--- config.mk ---
export PLATFORM = sky130hd
export DESIGN_NAME = pc_fetch_stage
export DESIGN_NICKNAME = d
export VERILOG_FILES = /design/src/rtl/mips_pkg.sv /design/src/rtl/pc_reg.sv /design/src/rtl/pc_fetch_stage.sv
export SDC_FILE = /design/constraint.sdc
export NUM_CORES = 1
export LEC_CHECK = 0
export CAP_MARGIN = 20
export CORE_MARGIN = 2
export CORE_UTILIZATION = 35
export DETAILED_ROUTE_END_ITERATION = 8
export PLACE_DENSITY = 0.77
export SKIP_LAST_GASP = 1
export SYNTH_ARGS = -nofsm -noshare
export SYNTH_HDL_FRONTEND = slang
export SYNTH_SLANG_ARGS = --single-unit
--- constraint.sdc ---
create_clock -name clk -period 1.4 [get_ports clk]
set_input_delay 0.28 -clock clk [delete_from_list [all_inputs] [get_ports clk]]
set_output_delay 0.28 -clock clk [all_outputs]
set_load 0.05 [all_outputs]
--- src/rtl/mips_pkg.sv ---
// Shared fetch-stage types and constants for the MIPS front end.
package mips_pkg;

   typedef enum logic [1:0] {REQ, WAIT, HOLD, HALT} fetch_state_t;

   localparam logic [31:0] INSN_NOP         = 32'h0000_0000;
   localparam logic [31:0] DEFAULT_RESET_PC = 32'h0000_0000;

   function automatic logic is_word_aligned(input logic [1:0] i_lsb);
      return i_lsb == 2'b00;
   endfunction

endpackage

--- src/rtl/pc_reg.sv ---
// Architectural PC register: async active-low reset to RESET_PC, load enable.
module pc_reg
   import mips_pkg::*;
#(
   parameter logic [31:0] RESET_PC = DEFAULT_RESET_PC
) (
   input  logic        clk,
   input  logic        rst_n,
   input  logic        i_load,
   input  logic [31:0] i_d,
   output logic [31:0] o_q
);

   logic [31:0] r_q;

   always_ff @(posedge clk or negedge rst_n) begin
      if (!rst_n)      r_q <= RESET_PC;
      else if (i_load) r_q <= i_d;
   end

   assign o_q = r_q;

endmodule

--- src/rtl/pc_fetch_stage.sv ---
// Fetch stage: holds PC, runs the req/gnt/rvalid handshake and presents i_fetch/pc to decode.
// Optional HALT_ON_ZERO_EN: an all-zero fetched word halts fetch instead of being forwarded.
module pc_fetch_stage
   import mips_pkg::*;
#(
   parameter logic [31:0] RESET_PC = DEFAULT_RESET_PC
) (
   input  logic        clk,
   input  logic        rst_n,
   input  logic [31:0] next_pc,
   input  logic        stall,
   output logic        imem_req,
   output logic [31:0] imem_addr,
   input  logic        imem_gnt,
   input  logic        imem_rvalid,
   input  logic [31:0] imem_rdata,
   output logic [31:0] pc,
   output logic [31:0] i_fetch,
   output logic        fetch_valid,
   output logic        halted
);

   fetch_state_t r_state, w_state_nxt;
   logic [31:0]  w_pc;
   logic [31:0]  r_ifetch;
   logic         r_fetch_valid, r_halted;
   logic         w_pc_load, w_latch, w_fv_set, w_fv_clr, w_halt_set;

   pc_reg #(.RESET_PC(RESET_PC)) u_pc_reg (
      .clk    (clk),
      .rst_n  (rst_n),
      .i_load (w_pc_load),
      .i_d    (next_pc),
      .o_q    (w_pc)
   );

   always_ff @(posedge clk or negedge rst_n) begin
      if (!rst_n) r_state <= REQ;
      else        r_state <= w_state_nxt;
   end

   always_comb begin
      w_state_nxt = r_state;
      w_pc_load   = 1'b0;
      w_latch     = 1'b0;
      w_fv_set    = 1'b0;
      w_fv_clr    = 1'b0;
      w_halt_set  = 1'b0;
      case (r_state)
         REQ:  if (imem_gnt) w_state_nxt = WAIT;
         WAIT: if (imem_rvalid) begin
            w_latch = 1'b1;
`ifdef HALT_ON_ZERO_EN
            if (imem_rdata == INSN_NOP) begin
               w_halt_set  = 1'b1;
               w_state_nxt = HALT;
            end else begin
               w_fv_set    = 1'b1;
               w_state_nxt = HOLD;
            end
`else
            w_fv_set    = 1'b1;
            w_state_nxt = HOLD;
`endif
         end
         HOLD: if (!stall) begin
            // Misaligned target still lands in pc so the faulting address is visible.
            w_fv_clr  = 1'b1;
            w_pc_load = 1'b1;
            if (!is_word_aligned(next_pc[1:0])) begin
               w_halt_set  = 1'b1;
               w_state_nxt = HALT;
            end else begin
               w_state_nxt = REQ;
            end
         end
         HALT:    w_state_nxt = HALT;
         default: w_state_nxt = REQ;
      endcase
   end

   always_ff @(posedge clk or negedge rst_n) begin
      if (!rst_n) begin
         r_ifetch      <= 32'h0;
         r_fetch_valid <= 1'b0;
         r_halted      <= 1'b0;
      end else begin
         if (w_latch)    r_ifetch      <= imem_rdata;
         if (w_fv_set)   r_fetch_valid <= 1'b1;
         if (w_fv_clr)   r_fetch_valid <= 1'b0;
         if (w_halt_set) r_halted      <= 1'b1;
      end
   end

   // State resets to REQ, but no request may be presented while reset is held.
   assign imem_req    = (r_state == REQ) && rst_n;
   assign imem_addr   = w_pc;
   assign pc          = w_pc;
   assign i_fetch     = r_ifetch;
   assign fetch_valid = r_fetch_valid;
   assign halted      = r_halted;

endmodule

---- Yosys cells after proc, flatten, opt, wreduce, memory -nomap -nowiden ----
Cells that the tools add are included.
word-level totals
  output and inout bits ................... 99
  flip-flop bits (word level) ............. 68
  input bits .............................. 69
  logic and storage cells ................. 30
operators by class
  multiplexer cells ....................... 14
  eq/ne operators ......................... 6
  reductions and logical operators ........ 5
operators by type and width
  operator                                             count
  2-to-1 mux 1 bit                                     9
  2-to-1 mux 2 bit                                     4
  case mux 2 bit (4 select lines)                      1
  != test 2 bit, second input constant                 3
  equality test 2 bit, second input constant           2
  zero test 2 bit                                      2
  AND reduction 3 bit                                  1
  equality test 2 x 1 -> 1 bit, second input constant  1
  nonzero test 2 bit                                   1
  logical AND 1 bit                                    1

---- Logic depth before layout (Yosys ltp) ----
  depth in word-level cells ............... 4
  mapped depth ............................ 5
  depth with buffers taken out ............ 3

---- Modules after synthesis ----
A second synthesis with hierarchy kept.
second synthesis, totals
  cells, all modules ...................... 187
  area total of the unflattened synthesis .. 3113.0 µm²
modules (own cells, without submodules)
  module          instances  area each (µm²)  cells each
  pc_fetch_stage  1          1767.9           119
  pc_reg          1          1345.0           68

---- Worst setup path after synthesis ----
No wires, ideal clock.
  kind .................................... flip-flop to output port
  start ................................... reg r_state[0]
  end ..................................... out imem_req
  data required time ...................... 1.120 ns
  data arrival time ....................... 1.579 ns
  cell stages (with the launch flop) ...... 2
  buffers on the path ..................... 0
  setup slack ............................. -0.459 ns
  cell sequence ........................... dfrtp_1 -> nor3b_1
between the ends
  longest elaborated chain between the ends .. 2
ends and longest elaborated chain
  what                      RTL line              RTL
  start: declaration        pc_fetch_stage.sv:23  fetch_state_t r_state, w_state_nxt;
  start signal: assignment  pc_fetch_stage.sv:39  else r_state <= w_state_nxt;
  zero test 2 bit           pc_fetch_stage.sv:96  assign imem_req = (r_state == REQ) && rst_n;
  logical AND 1 bit         pc_fetch_stage.sv:96
  end: declaration          pc_fetch_stage.sv:12  output logic imem_req,
Every way passes these cells.

---- Worst setup path in the final report ----
  start ................................... reg r_state[0]
  end ..................................... reg u_pc_reg.r_q[9], in the netlist u_pc_reg.o_q[9]
between the ends
  longest elaborated chain between the ends .. 2
ends and longest elaborated chain
  what                    RTL line              RTL
  equality test 2 bit     pc_fetch_stage.sv:49  case (r_state)
  2-to-1 mux 1 bit        pc_fetch_stage.sv:49
  end signal: assignment  pc_reg.sv:18          else if (i_load) r_q <= i_d;
  end: declaration        pc_reg.sv:14          logic [31:0] r_q;
Every way passes these cells.
A chain may end at the register's enable or synchronous reset.

==> flow_summary.toml <==
[worst_setup_path]
r2r-end = "u_pc_reg.o_q[9]$_DFFE_PN0P_"
timing.critical_path.from = "r_state[0]$_DFFE_PN0P_"
crit_fanout = 10
crit_path_end = "u_pc_reg.o_q[9]$_DFFE_PN0P_"
required_ns = 1.61
cp-start-kind = "flop"
crit_arrival_ns = 1.78
critPathKind = "reg -> reg"
endpoint_kind = "flop"
rr_startpoint = "r_state[0]$_DFFE_PN0P_"
r2r_slack_ns = -0.18
rr_worst_depth = 5

[grt]
grt_max_degree = 69
grt_remaining_overflow = 0
antenna_found_initial = 0
grt_pass1_vias = 2188
grt_pass1_wl_um = 11790
track_usage_pct = 17.07

[clocking]
clock_path_buffers = 2
cts_tree = "done"
clock_latency_ns = 0.33
ctsRootBufferMaster = "clkbuf_8"
clkSinkCount = 68
ctsHtreeMaxLevel = 3
cts_buffers = 9
clk_pin_slew_ns = 0.08

[detailed_routing]
dr_total_vias = 2070
drt_iter0_markers = 32
final_antenna_net_count = 0
routedWlPerCell_um = 17.46
firstDrtPassIters = 3
via_per_inst = 4.539
finalWirelength_um = 7961
drcViolationCount = 0

[status]
status = "complete, but fails checks"
violations = "setup timing"

[worst_hold_path]
min-delay-path-class = "in -> async"

[sta]
setup-violations-final = 65
rsz0062_at_grt = "true"
tightest_slew_ns = 0.3564
skew_ns = 0.01289
relSlewSlack_pct = 76.24
min_period_over_period_pct = 112.5
fmax_mhz = 634.7
period_minus_slack_ns = 1.576
slew_viol_final = 0
hold_viol_final = 0
holdWs_ns = 0.01887
fin_ws_ns = -0.1756

[synthesis]
synth_top_area_cell = "dfrtp_1"
synth.most_common_cell = "dfrtp_1"
ys.flop_type = "dfrtp_1"
yosys-top-cells-count = "dfrtp_1 (68), buf_4 (35), mux2_2 (35)"
synth_top_area_share_pct = 57.55
seq_area_frac_synth_pct = 57.55
synth.area.top_cells = "dfrtp_1 (58%), mux2_4 (15%), mux2_2 (13%)"
async_flop_share_pct = 100.0
ys_ff_latch = 68
netlist_instances = 185
syn_area_sq_um = 2957
avgSynthCellArea_sq_um = 15.98
yosys_warnings = 0
syn_nets = 254
synth_edf_count = 0
synth_cell_types = 17

[place]
routabilityCongestion = 0.6731
dp_hpwl_um = 5519
port_buffers = 167

[final_layout]
fillCellCount = 513
final_nets = 415
drive_above_1_share_pct = 58.97
area_delta_synth_final_pct = 103.5
diodes = 0

[floorplanning]
start_util_pct = 35.98
die_area_sq_um = 9199
die_h_um = 95.91
die_width_um = 95.91
io_pins = 168
placement_rows = 33
core_area_sq_um = 8217

[pwr]
power_density_nw_per_um2 = 2792
totalPowerFinal_uw = 16800
ir_drop_uv = 1948
p_leak_uw = 0.002776

[run]
drv_cap = 0
-- state kept, by name, indices dropped and copies added, names as in the netlist --
name,flops
r_state,2
u_pc_reg.o_q,32
i_fetch,32
halted,1
fetch_valid,1
-- routing by layer --
layer / wire length (um) / share of wire [%] / track usage, % / up-vias
li1: - / - / - / 927
met1: 3161 / 40 / 20.77 / 1033
met2: 4200 / 53 / 29.37 / 102
met3: 533 / 6.7 / 5.403 / 8
met4: 66 / 0.83 / 4.286 / 0
met5: 0 / 0 / 0 / -
-- placed cells by master (no fill, tap or decap), types with 2 or more instances in the layout --
master	netlist	final
clkinvlp_4	0	2
buf_8	0	2
clkdlybuf4s50_1	0	67
mux2_2	35	17
dfrtp_1	68	67
buf_4	35	9
o21ai_0	3	2
buf_12	3	104
nor3b_4	0	2
clkbuf_8	0	9
buf_6	1	4
clkbuf_16	0	2
bufinv_16	0	2
mux2_4	29	47
-- worst min-delay path by stage --
stage | to | cells past startpoint
after detailed placement | i_fetch[29]$_DFFE_PN0P_ | 2
final | i_fetch[25]$_DFFE_PN0P_ | 2
after global routing | i_fetch[25]$_DFFE_PN0P_ | 2
after global placement | i_fetch[22]$_DFFE_PN0P_ | 2
after floorplan | fetch_valid$_DFFE_PN0P_ | 0
after CTS | u_pc_reg.o_q[7]$_DFFE_PN0P_ | 2
-- through the flow --
step / setup WS, ns / setup TNS, ns / util, % / instance area (sq um) / cells
global placement: -0.3512 / -21.82 / 67.52 / 5548 / 428
floorplan: -0.04055 / -1.153 / - / 2968 / 185
global route: -0.2248 / -7.999 / 73.23 / 6017 / 456
CTS: -0.1693 / -6.354 / 71.97 / 5913 / 454
finish: -0.1756 / -5.680 / 73.23 / 6017 / 456
detailed placement: -0.3863 / -22.99 / 67.52 / 5548 / 428
-- power breakdown --
group | internal (uW) | switching (uW)
Sequential | 2770 | 1300
Clock | 1000 | 737
Combinational | 5650 | 5340
Total | 9430 | 7370
-- critical path, stage by stage (launching register included) --
cell     delay (ns)
dfrtp_2        0.44
buf_6          0.13
nor3b_4        0.20
buf_6          0.16
buf_6          0.16
mux2_2         0.35
-- layout make-up --
| type | count | area [sq um] | area share (%) |
|---|---|---|---|
| sequential | 68 | 1703 | 28.30 |
| timing repair buffer | 189 | 2950 | 49.03 |
| clock buffer | 10 | 127.6 | 2.121 |
| clock inverter | 6 | 88.84 | 1.476 |
| multi-input combinational | 77 | 1012 | 16.82 |
| tap | 105 | 131.4 | 2.183 |
| inverter | 1 | 3.754 | 0.06238 |
-- logic make-up after synthesis --
| group | after synthesis | synth area share (%) |
|---|---|---|
| DFF | 68 | 57.55 |
| muxes | 65 | 28.40 |
| buffers and inverters | 40 | 11.43 |
| and+or+nand+nor | 7 | 1.481 |
| AOI/OAI and AO/OA | 5 | 1.143 |
-- timing repair --
action                     CTS  global route
setup buffers                7             4
hold buffers                 0             0
setup endpoints to repair   65            66
resized for setup            7            39
pin swaps                    0             3
gates cloned                 3             3
Note: power is estimated with default switching activity, not from simulation.
